File: src/rtl/mkmif_burst_ctrl.sv
// Burst sequencer in front of mkmif_core: splits one burst command into single-word
// core ops, with address stepping, bounds checking and a per-word watchdog.
module mkmif_burst_ctrl #(
    parameter int          ADDR_STEP      = 4,
    parameter logic [23:0] TIMEOUT_CYCLES = 24'h100000
) (
    input  logic        clk,
    input  logic        reset,
    input  logic        cmd_start,
    input  logic        cmd_write,
    input  logic [15:0] cmd_addr,
    input  logic [7:0]  cmd_len,
    output logic        cmd_busy,
    output logic        cmd_done,
    output logic        cmd_error,
    input  logic [31:0] wr_data,
    input  logic        wr_valid,
    output logic        wr_ready,
    output logic [31:0] rd_data,
    output logic        rd_valid,
    input  logic        rd_ready,
    output logic        core_write_op,
    output logic        core_read_op,
    output logic [15:0] core_addr,
    output logic [31:0] core_write_data,
    input  logic        core_ready,
    input  logic        core_valid,
    input  logic [31:0] core_read_data
);
    localparam logic [2:0] ST_IDLE      = 3'd0;
    localparam logic [2:0] ST_CHECK     = 3'd1;
    localparam logic [2:0] ST_ARM       = 3'd2;
    localparam logic [2:0] ST_WAIT_LOW  = 3'd3;
    localparam logic [2:0] ST_WAIT_DONE = 3'd4;
    localparam logic [2:0] ST_DRAIN     = 3'd5;
    localparam logic [2:0] ST_DONE      = 3'd6;

    logic [2:0]  state;
    logic [15:0] addr;
    logic [7:0]  remaining;
    logic        dir_write;
    logic [23:0] timer;
    logic [16:0] end_addr;
    logic        bad_cmd;
    logic        arm_go;
    logic        word_done;
    logic        timed_out;

    // 17-bit end address so a burst running past the top of the space cannot wrap
    assign end_addr  = {1'b0, addr} + 17'(ADDR_STEP) * {9'd0, remaining};
    assign bad_cmd   = (remaining == 8'd0) || (addr[1:0] != 2'b00) || (end_addr > 17'h10000);
    assign arm_go    = (state == ST_ARM) && core_ready && (dir_write ? wr_valid : !rd_valid);
    assign wr_ready  = arm_go && dir_write;
    assign word_done = (state == ST_WAIT_DONE) && core_ready && (dir_write || core_valid);
    assign timed_out = (timer == TIMEOUT_CYCLES - 24'd1);
    assign cmd_busy  = (state != ST_IDLE);
    assign cmd_done  = (state == ST_DONE);

    always_ff @(posedge clk or posedge reset) begin
        if (reset) begin
            state           <= ST_IDLE;
            addr            <= '0;
            remaining       <= '0;
            dir_write       <= 1'b0;
            timer           <= '0;
            cmd_error       <= 1'b0;
            rd_data         <= '0;
            rd_valid        <= 1'b0;
            core_write_op   <= 1'b0;
            core_read_op    <= 1'b0;
            core_addr       <= '0;
            core_write_data <= '0;
        end else begin
            core_write_op <= 1'b0;
            core_read_op  <= 1'b0;
            if (rd_valid && rd_ready)
                rd_valid <= 1'b0;

            case (state)
                ST_IDLE: begin
                    if (cmd_start) begin
                        addr      <= cmd_addr;
                        remaining <= cmd_len;
                        dir_write <= cmd_write;
                        cmd_error <= 1'b0;
                        state     <= ST_CHECK;
                    end
                end
                ST_CHECK: begin
                    if (bad_cmd) begin
                        cmd_error <= 1'b1;
                        state     <= ST_DONE;
                    end else begin
                        state <= ST_ARM;
                    end
                end
                ST_ARM: begin
                    // core samples addr/data the cycle after the op, so they stay put until the next op
                    if (arm_go) begin
                        core_addr <= addr;
                        if (dir_write) begin
                            core_write_data <= wr_data;
                            core_write_op   <= 1'b1;
                        end else begin
                            core_read_op <= 1'b1;
                        end
                        timer <= '0;
                        state <= ST_WAIT_LOW;
                    end
                end
                ST_WAIT_LOW: begin
                    timer <= timer + 24'd1;
                    if (timed_out) begin
                        cmd_error <= 1'b1;
                        state     <= ST_DONE;
                    end else if (!core_ready) begin
                        state <= ST_WAIT_DONE;
                    end
                end
                ST_WAIT_DONE: begin
                    timer <= timer + 24'd1;
                    if (word_done) begin
                        if (!dir_write) begin
                            rd_data  <= core_read_data;
                            rd_valid <= 1'b1;
                        end
                        addr      <= addr + 16'(ADDR_STEP);
                        remaining <= remaining - 8'd1;
                        state     <= (remaining == 8'd1) ? ST_DRAIN : ST_ARM;
                    end else if (timed_out) begin
                        cmd_error <= 1'b1;
                        state     <= ST_DONE;
                    end
                end
                ST_DRAIN: begin
                    if (!rd_valid)
                        state <= ST_DONE;
                end
                ST_DONE: state <= ST_IDLE;
                default: state <= ST_IDLE;
            endcase
        end
    end
endmodule

File: config.mk
export PLATFORM = sky130hd
export DESIGN_NAME = mkmif_burst_ctrl
export DESIGN_NICKNAME = d
export VERILOG_FILES = /design/src/rtl/mkmif_burst_ctrl.sv
export SDC_FILE = /design/constraint.sdc
export NUM_CORES = 1
export LEC_CHECK = 0
export ABC_AREA = 1
export CAP_MARGIN = 10
export CORE_MARGIN = 1
export CORE_UTILIZATION = 50
export CTS_CLUSTER_DIAMETER = 120
export CTS_CLUSTER_SIZE = 16
export DETAILED_ROUTE_END_ITERATION = 10
export PLACE_DENSITY = 0.82
export SYNTH_ARGS = -nofsm -noshare
export SYNTH_HDL_FRONTEND = slang
export SYNTH_SLANG_ARGS = --single-unit
File: constraint.sdc
create_clock -name clk -period 12.7 [get_ports clk]
set_clock_uncertainty 0.05 [all_clocks]
set_input_delay 2.54 -clock clk [delete_from_list [all_inputs] [get_ports clk]]
set_output_delay 2.54 -clock clk [all_outputs]
set_load 0.005 [all_outputs]
==> results.sh, run 1 <==
export IMPL_start_kind="input pin"
export IMPL_hold_viol_final=0
export IMPL_vias=6186
export IMPL_drtIter0Drc=405
export IMPL_dieArea_um2=14200
export IMPL_whs_path_depth=2
export IMPL_final_area_um2=9470
export IMPL_rsz0062_at_grt="no"
export IMPL_wl_um=17600
export IMPL_holdPathEnd="core_write_data[14]"
export IMPL_seq_area_frac_synth_pct=49.7
export IMPL_htree_levels=4
export IMPL_place_gp_congestion=0.932
export IMPL_postSynthNetCount=947
export IMPL_cpLargestDelayFamily="buffers and inverters"
export IMPL_peakVddDrop_mv=0.151
export IMPL_via_per_inst=5.13
export IMPL_diodes=0
export IMPL_crit_path_cell_trace="clkdlybuf4s50_1, nand2_1, o21ai_0, nand3_2, nor2_1, clkdlybuf4s50_1"
export IMPL_syn2layout_area_growth_pct=38.2
export IMPL_reg2reg_from="addr[2]"
export IMPL_antenna_found_initial=0
export IMPL_hold_ws_ns=0.419
export IMPL_grt_ovfl_total=0
export IMPL_cp_common_cell="clkdlybuf4s50_1"
export IMPL_initial_core_util_pct=51.5
export IMPL_layout_common_cells="nand2_1, clkdlybuf4s50_1, dfrtp_1, inv_1, nor2_1"
export IMPL_die_h_um=119
export IMPL_dr_pass1_iters=5
export IMPL_cp_depth=6
export IMPL_power_leakage_nw=4.57
export IMPL_synth_seq_cells=136
export IMPL_hold_class="reg -> reg"
export IMPL_placedInstanceArea_um2=8830
export IMPL_required_ns=10.11
export IMPL_crit_fanout=2
export IMPL_crit_type="in -> out"
export IMPL_clock_sinks=136
export IMPL_postCtsHoldBufs=0
export IMPL_final_common_cell="nand2_1"
export IMPL_numCtsBuffers=17
export IMPL_layout_drive_gt1_share_pct=9.02
export IMPL_pre_cts_ws_ns=6.26
export IMPL_pin_count=183
export IMPL_core_um2=13300
export IMPL_r2r_cells=18
export IMPL_cts_clk_slew_worst_paths_ns=0.05
export IMPL_grt_usage_pct=26.2
export IMPL_clk_latency_ns=0.42
export IMPL_ys_types=41
export IMPL_postCtsResizedCells=0
export IMPL_portBuffers=182
export IMPL_r2r_slack_ns=10.15
export IMPL_powerDensity_nw_per_um2=239
export IMPL_grt_max_degree=71
export IMPL_cts_tree="built"
export IMPL_antenna_left=0
export IMPL_root_buffer="clkbuf_16"
export IMPL_setup_ws_ns=6.25
export IMPL_cts_buffer_depth=2
export IMPL_slowest_stage="clkdlybuf4s50_1"
export IMPL_hold_start="core_write_data[14]"
export IMPL_slew_viol_final=0
export IMPL_endpoint_kind="primary output"
export IMPL_outcome="finished clean"
export IMPL_min_period_ns=6.45
export IMPL_slew_headroom_pct=39.8
export IMPL_fin_tns_setup_ns=0
export IMPL_r2r_end="state[2]"
export IMPL_fin_crit_sh_pct=50.8
export IMPL_setup_viol=0
export IMPL_hpwl_um=12400
export IMPL_fillers=995
export IMPL_syn_inst=838
export IMPL_nets=1127
export IMPL_cpPeakStageDelay_ns=0.51
export IMPL_maxCapViolCount=0
export IMPL_core_rowCount=42
export IMPL_syn_avg_cell_area_um2=8.17
export IMPL_worstPathArrival_ns=3.86
export IMPL_max_freq_mhz=155
export IMPL_avgRoutedWirePerCell_um=14.6
export IMPL_crit_buf_inv=2
export IMPL_drcViolationCount=0
export IMPL_worstMarginPinSlew_ns=0.902
export IMPL_yosys_warnings=0
export IMPL_postCtsSetupBuffers=0
export IMPL_grt_pass1_wl_um=29200
export IMPL_chipWidth_um=119
export IMPL_syn_cell_area_um2=6850
export IMPL_grt_pass1_vias=6032
==> worst reg2reg max path, cell delays in order, from the launching register on <==
cell	delay, ns
dfrtp_1	0.43
ha_1	0.26
fa_1	0.42
nand2_1	0.11
nand2_1	0.09
nand3_1	0.13
nand2_1	0.13
nand2_1	0.08
nand2_1	0.05
nor2_1	0.08
nand2_1	0.06
nor2_1	0.08
nand3_1	0.07
nand2_1	0.14
nand2_1	0.08
nand2_1	0.07
nand2_1	0.05
nand2_1	0.05
nand2_1	0.04
==> per-stage QoR <==
| step | std cells | power, mW | util [%] |
|---|---|---|---|
| final | 1207 | 2.26 | 71.2 |
| after global routing | 1207 | 2.42 | 71.2 |
| after CTS | 1207 | 2.27 | 71.2 |
| after detailed placement | 1175 | 1.72 | 66.4 |
| after global placement | 1175 | 1.69 | 66.4 |
| after floorplan | 838 | 1.28 | - |
==> worst max-delay path by stage <==
stage                        start        to  slack [ns]
after CTS                 wr_valid  wr_ready        6.24
after detailed placement  wr_valid  wr_ready        6.26
final                     wr_valid  wr_ready        6.25
after global routing      wr_valid  wr_ready        6.21
after floorplan              reset   addr[0]        6.47
after global placement    wr_valid  wr_ready        6.29
==> cells in the mapped netlist <==
cell type / n / area (um2)
nand2_1: 265 / 995
dfrtp_1: 136 / 3400
inv_1: 87 / 327
nor2_1: 62 / 233
o21ai_0: 51 / 255
nand3_1: 41 / 205
a21oi_1: 38 / 190
mux2_2: 33 / 372
buf_2: 13 / 65.1
clkbuf_1: 13 / 48.8
ha_1: 12 / 150
o21ai_1: 10 / 50.1
nor3_1: 9 / 45.0
inv_2: 8 / 30.0
o22ai_1: 7 / 43.8
a22oi_1: 6 / 45.0
nand4_1: 6 / 37.5
xor2_1: 5 / 43.8
mux2i_1: 3 / 30.0
nand2_2: 3 / 18.8
nor2_2: 3 / 18.8
nor2_4: 3 / 33.8
o211ai_1: 3 / 22.5
nand3b_1: 2 / 15.0
nor4_1: 2 / 12.5
or2_1: 2 / 12.5
a2111oi_0: 1 / 8.76
a211oi_1: 1 / 7.51
a21boi_1: 1 / 7.51
a21o_1: 1 / 7.51
a21oi_2: 1 / 8.76
a31o_2: 1 / 8.76
a31oi_1: 1 / 6.26
fa_1: 1 / 20.0
nand3_2: 1 / 10.0
nand3b_2: 1 / 11.3
nor3_2: 1 / 10.0
o211ai_2: 1 / 12.5
o21a_1: 1 / 7.51
o221ai_1: 1 / 8.76
o22ai_2: 1 / 12.5
==> logic make-up after synthesis <==
group / after synthesis / share of synthesized area [%]
simple gates: 401 / 24.2
flops: 136 / 49.7
compound gates: 126 / 10.3
buf+inv: 121 / 6.87
mux: 36 / 5.86
fa+ha+maj: 13 / 2.48
xor+xnor: 5 / 0.639
==> report_power, final <==
group          internal (mW)  leakage, nW  total (mW)  switching, mW
Combinational          0.476         2.52       0.975          0.499
Sequential             0.617         1.74       0.752          0.135
Clock                  0.354        0.313       0.535          0.180
==> registers in the layout, indices dropped and copies added, names as in the netlist <==
register         flops
addr                16
cmd_error            1
core_addr           16
core_read_op         1
core_write_data     32
core_write_op        1
dir_write            1
rd_data             32
rd_valid             1
remaining            8
state                3
timer               24
==> metal layers <==
metal  track usage, %  wire [um]  vias to the layer above
li1                 -          -                     3059
met1             32.7       7440                     2901
met2             43.2       8630                      192
met3             7.09       1100                       34
met4             10.4        434                        0
met5                0          0                        -
==> area by class of cell <==
class / count / area (um2) / area share, %
inverter: 95 / 362 / 3.82
tap: 176 / 220 / 2.33
clock buffer: 25 / 505 / 5.34
timing repair buffer: 187 / 1860 / 19.6
sequential: 136 / 3400 / 35.9
multi-input combinational: 581 / 2980 / 31.5
clock inverter: 7 / 138 / 1.45
(Power assumes the default switching activity.)
==> inputs of run 2 (changes only) <==
CORE_UTILIZATION = 49   (was 50)
PLACE_DENSITY = 0.81   (was 0.82)
clock period = 6.31 ns   (was 12.7 ns; I/O delays follow)
==> run 2 against run 1 <==
Against the previous run: clock power up 76%; wire length grew 1.4%; worst setup slack worse by 3.9 ns.
==> results.sh, run 2 (same netlist as run 1, synthesis figures left out) <==
export IMPL_required_ns=5.00
export IMPL_clk_latency_ns=0.42
export IMPL_drtIter0Drc=490
export IMPL_postCtsResizedCells=0
export IMPL_numCtsBuffers=17
export IMPL_postCtsHoldBufs=0
export IMPL_pin_count=183
export IMPL_vias=6224
export IMPL_dieArea_um2=14500
export IMPL_start_kind="input pin"
export IMPL_fin_crit_sh_pct=62.9
export IMPL_grt_usage_pct=26.0
export IMPL_powerDensity_nw_per_um2=470
export IMPL_peakVddDrop_mv=0.359
export IMPL_r2r_slack_ns=3.80
export IMPL_crit_fanout=2
export IMPL_grt_pass1_vias=6100
export IMPL_diodes=0
export IMPL_hold_ws_ns=0.418
export IMPL_die_h_um=120
export IMPL_maxCapViolCount=0
export IMPL_portBuffers=182
export IMPL_cts_buffer_depth=2
export IMPL_hold_class="reg -> reg"
export IMPL_slew_viol_final=0
export IMPL_grt_ovfl_total=0
export IMPL_outcome="finished clean"
export IMPL_grt_max_degree=95
export IMPL_r2r_end="timer[21]"
export IMPL_crit_end="wr_ready"
export IMPL_reg2reg_from="state[0]"
export IMPL_nets=1127
export IMPL_endpoint_kind="primary output"
export IMPL_layout_common_cells="nand2_1, clkdlybuf4s50_1, dfrtp_1, inv_1, nor2_1"
export IMPL_hpwl_um=12700
export IMPL_rsz0062_at_grt="no"
export IMPL_cts_tree="built"
export IMPL_placedInstanceArea_um2=8830
export IMPL_final_area_um2=9390
export IMPL_pre_cts_ws_ns=2.34
export IMPL_wl_um=17800
export IMPL_grt_pass1_wl_um=29200
export IMPL_clock_sinks=136
export IMPL_crit_type="in -> out"
export IMPL_antenna_left=0
export IMPL_fillers=1085
export IMPL_slew_headroom_pct=38.9
export IMPL_cts_clk_slew_worst_paths_ns=0.05
export IMPL_layout_drive_gt1_share_pct=9.12
export IMPL_htree_levels=4
export IMPL_chipWidth_um=120
export IMPL_setup_viol=0
export IMPL_worstPathArrival_ns=2.65
export IMPL_final_common_cell="nand2_1"
export IMPL_antenna_found_initial=0
export IMPL_power_leakage_nw=4.53
export IMPL_place_gp_congestion=0.842
export IMPL_postCtsSetupBuffers=0
export IMPL_via_per_inst=5.16
export IMPL_worstMarginPinSlew_ns=0.915
export IMPL_r2r_cells=12
export IMPL_core_um2=13500
export IMPL_initial_core_util_pct=50.9
export IMPL_dr_pass1_iters=4
export IMPL_hold_viol_final=0
export IMPL_stdcell_count=1207
export IMPL_max_freq_mhz=252
export IMPL_root_buffer="clkbuf_16"
export IMPL_drcViolationCount=0
export IMPL_min_period_ns=3.97
export IMPL_avgRoutedWirePerCell_um=14.8
export IMPL_core_rowCount=42
export IMPL_syn2layout_area_growth_pct=37.0
export IMPL_largestRegisters="core_write_data: 32 flops, rd_data: 32 flops, timer: 24 flops"
export IMPL_dpl_cell_count=1175
export IMPL_setup_ws_ns=2.34
export IMPL_fin_tns_setup_ns=0
export IMPL_startpoint="wr_valid"
-- run 2: cell types whose count changed in the layout (fill, tap and decap cells not counted), sizes merged --
cell / before / now
clkinvlp: 1 / 2
clkbuf: 25 / 21
clkinv: 2 / 8
bufinv: 4 / 1
-- run 2: layout make-up --
class                   instances  area, um2  share of cell area (%)
inverters                      95        362                    3.85
clock buffers                  21        460                    4.91
flip-flops and latches        136       3400                    36.3
multi-input cells             581       2980                    31.8
well taps                     176        220                    2.35
repair buffers                187       1860                    19.8
clock inverters                11        100                    1.07
-- run 2: worst min path at each step --
stage / cells after the start / slack, ns / end / from
5_1_grt: 2 / 0.44 / core_write_data[9] / core_write_data[9]
2_1_floorplan: 1 / 0.40 / timer[23] / timer[23]
3_5_place_dp: 2 / 0.41 / core_write_data[24] / core_write_data[24]
4_1_cts: 2 / 0.42 / core_write_data[24] / core_write_data[24]
3_3_place_gp: 2 / 0.40 / core_write_data[15] / core_write_data[15]
6_report: 2 / 0.42 / core_write_data[24] / core_write_data[24]
-- run 2: where the power goes --
group	switching (mW)	internal [mW]	total (mW)	leakage, nW
clock	0.378	0.561	0.939	0.273
combinational	0.994	0.959	1.95	2.52
sequential	0.278	1.24	1.52	1.74
-- run 2: per-stage QoR --
step           total power [mW]  utilization (%)
6_report                   4.41             69.8
5_1_grt                    4.74             69.8
4_1_cts                    4.43             69.8
3_5_place_dp               3.46             65.6
3_3_place_gp               3.40             65.6
2_1_floorplan              2.58                -
-- run 2: worst max-delay path, cell delays in order --
cell             delay [ns]
clkdlybuf4s50_1        0.46
nand2_1                0.05
o21ai_0                0.10
nand3_2                0.11
nor2_1                 0.11
clkdlybuf4s50_1        0.56
-- run 2: layer usage --
layer  wire length [um]  global-route usage [%]
met5                  0                       0
met4                440                    9.49
met3               1220                    7.78
met2               8680                    43.2
met1               7510                    32.1
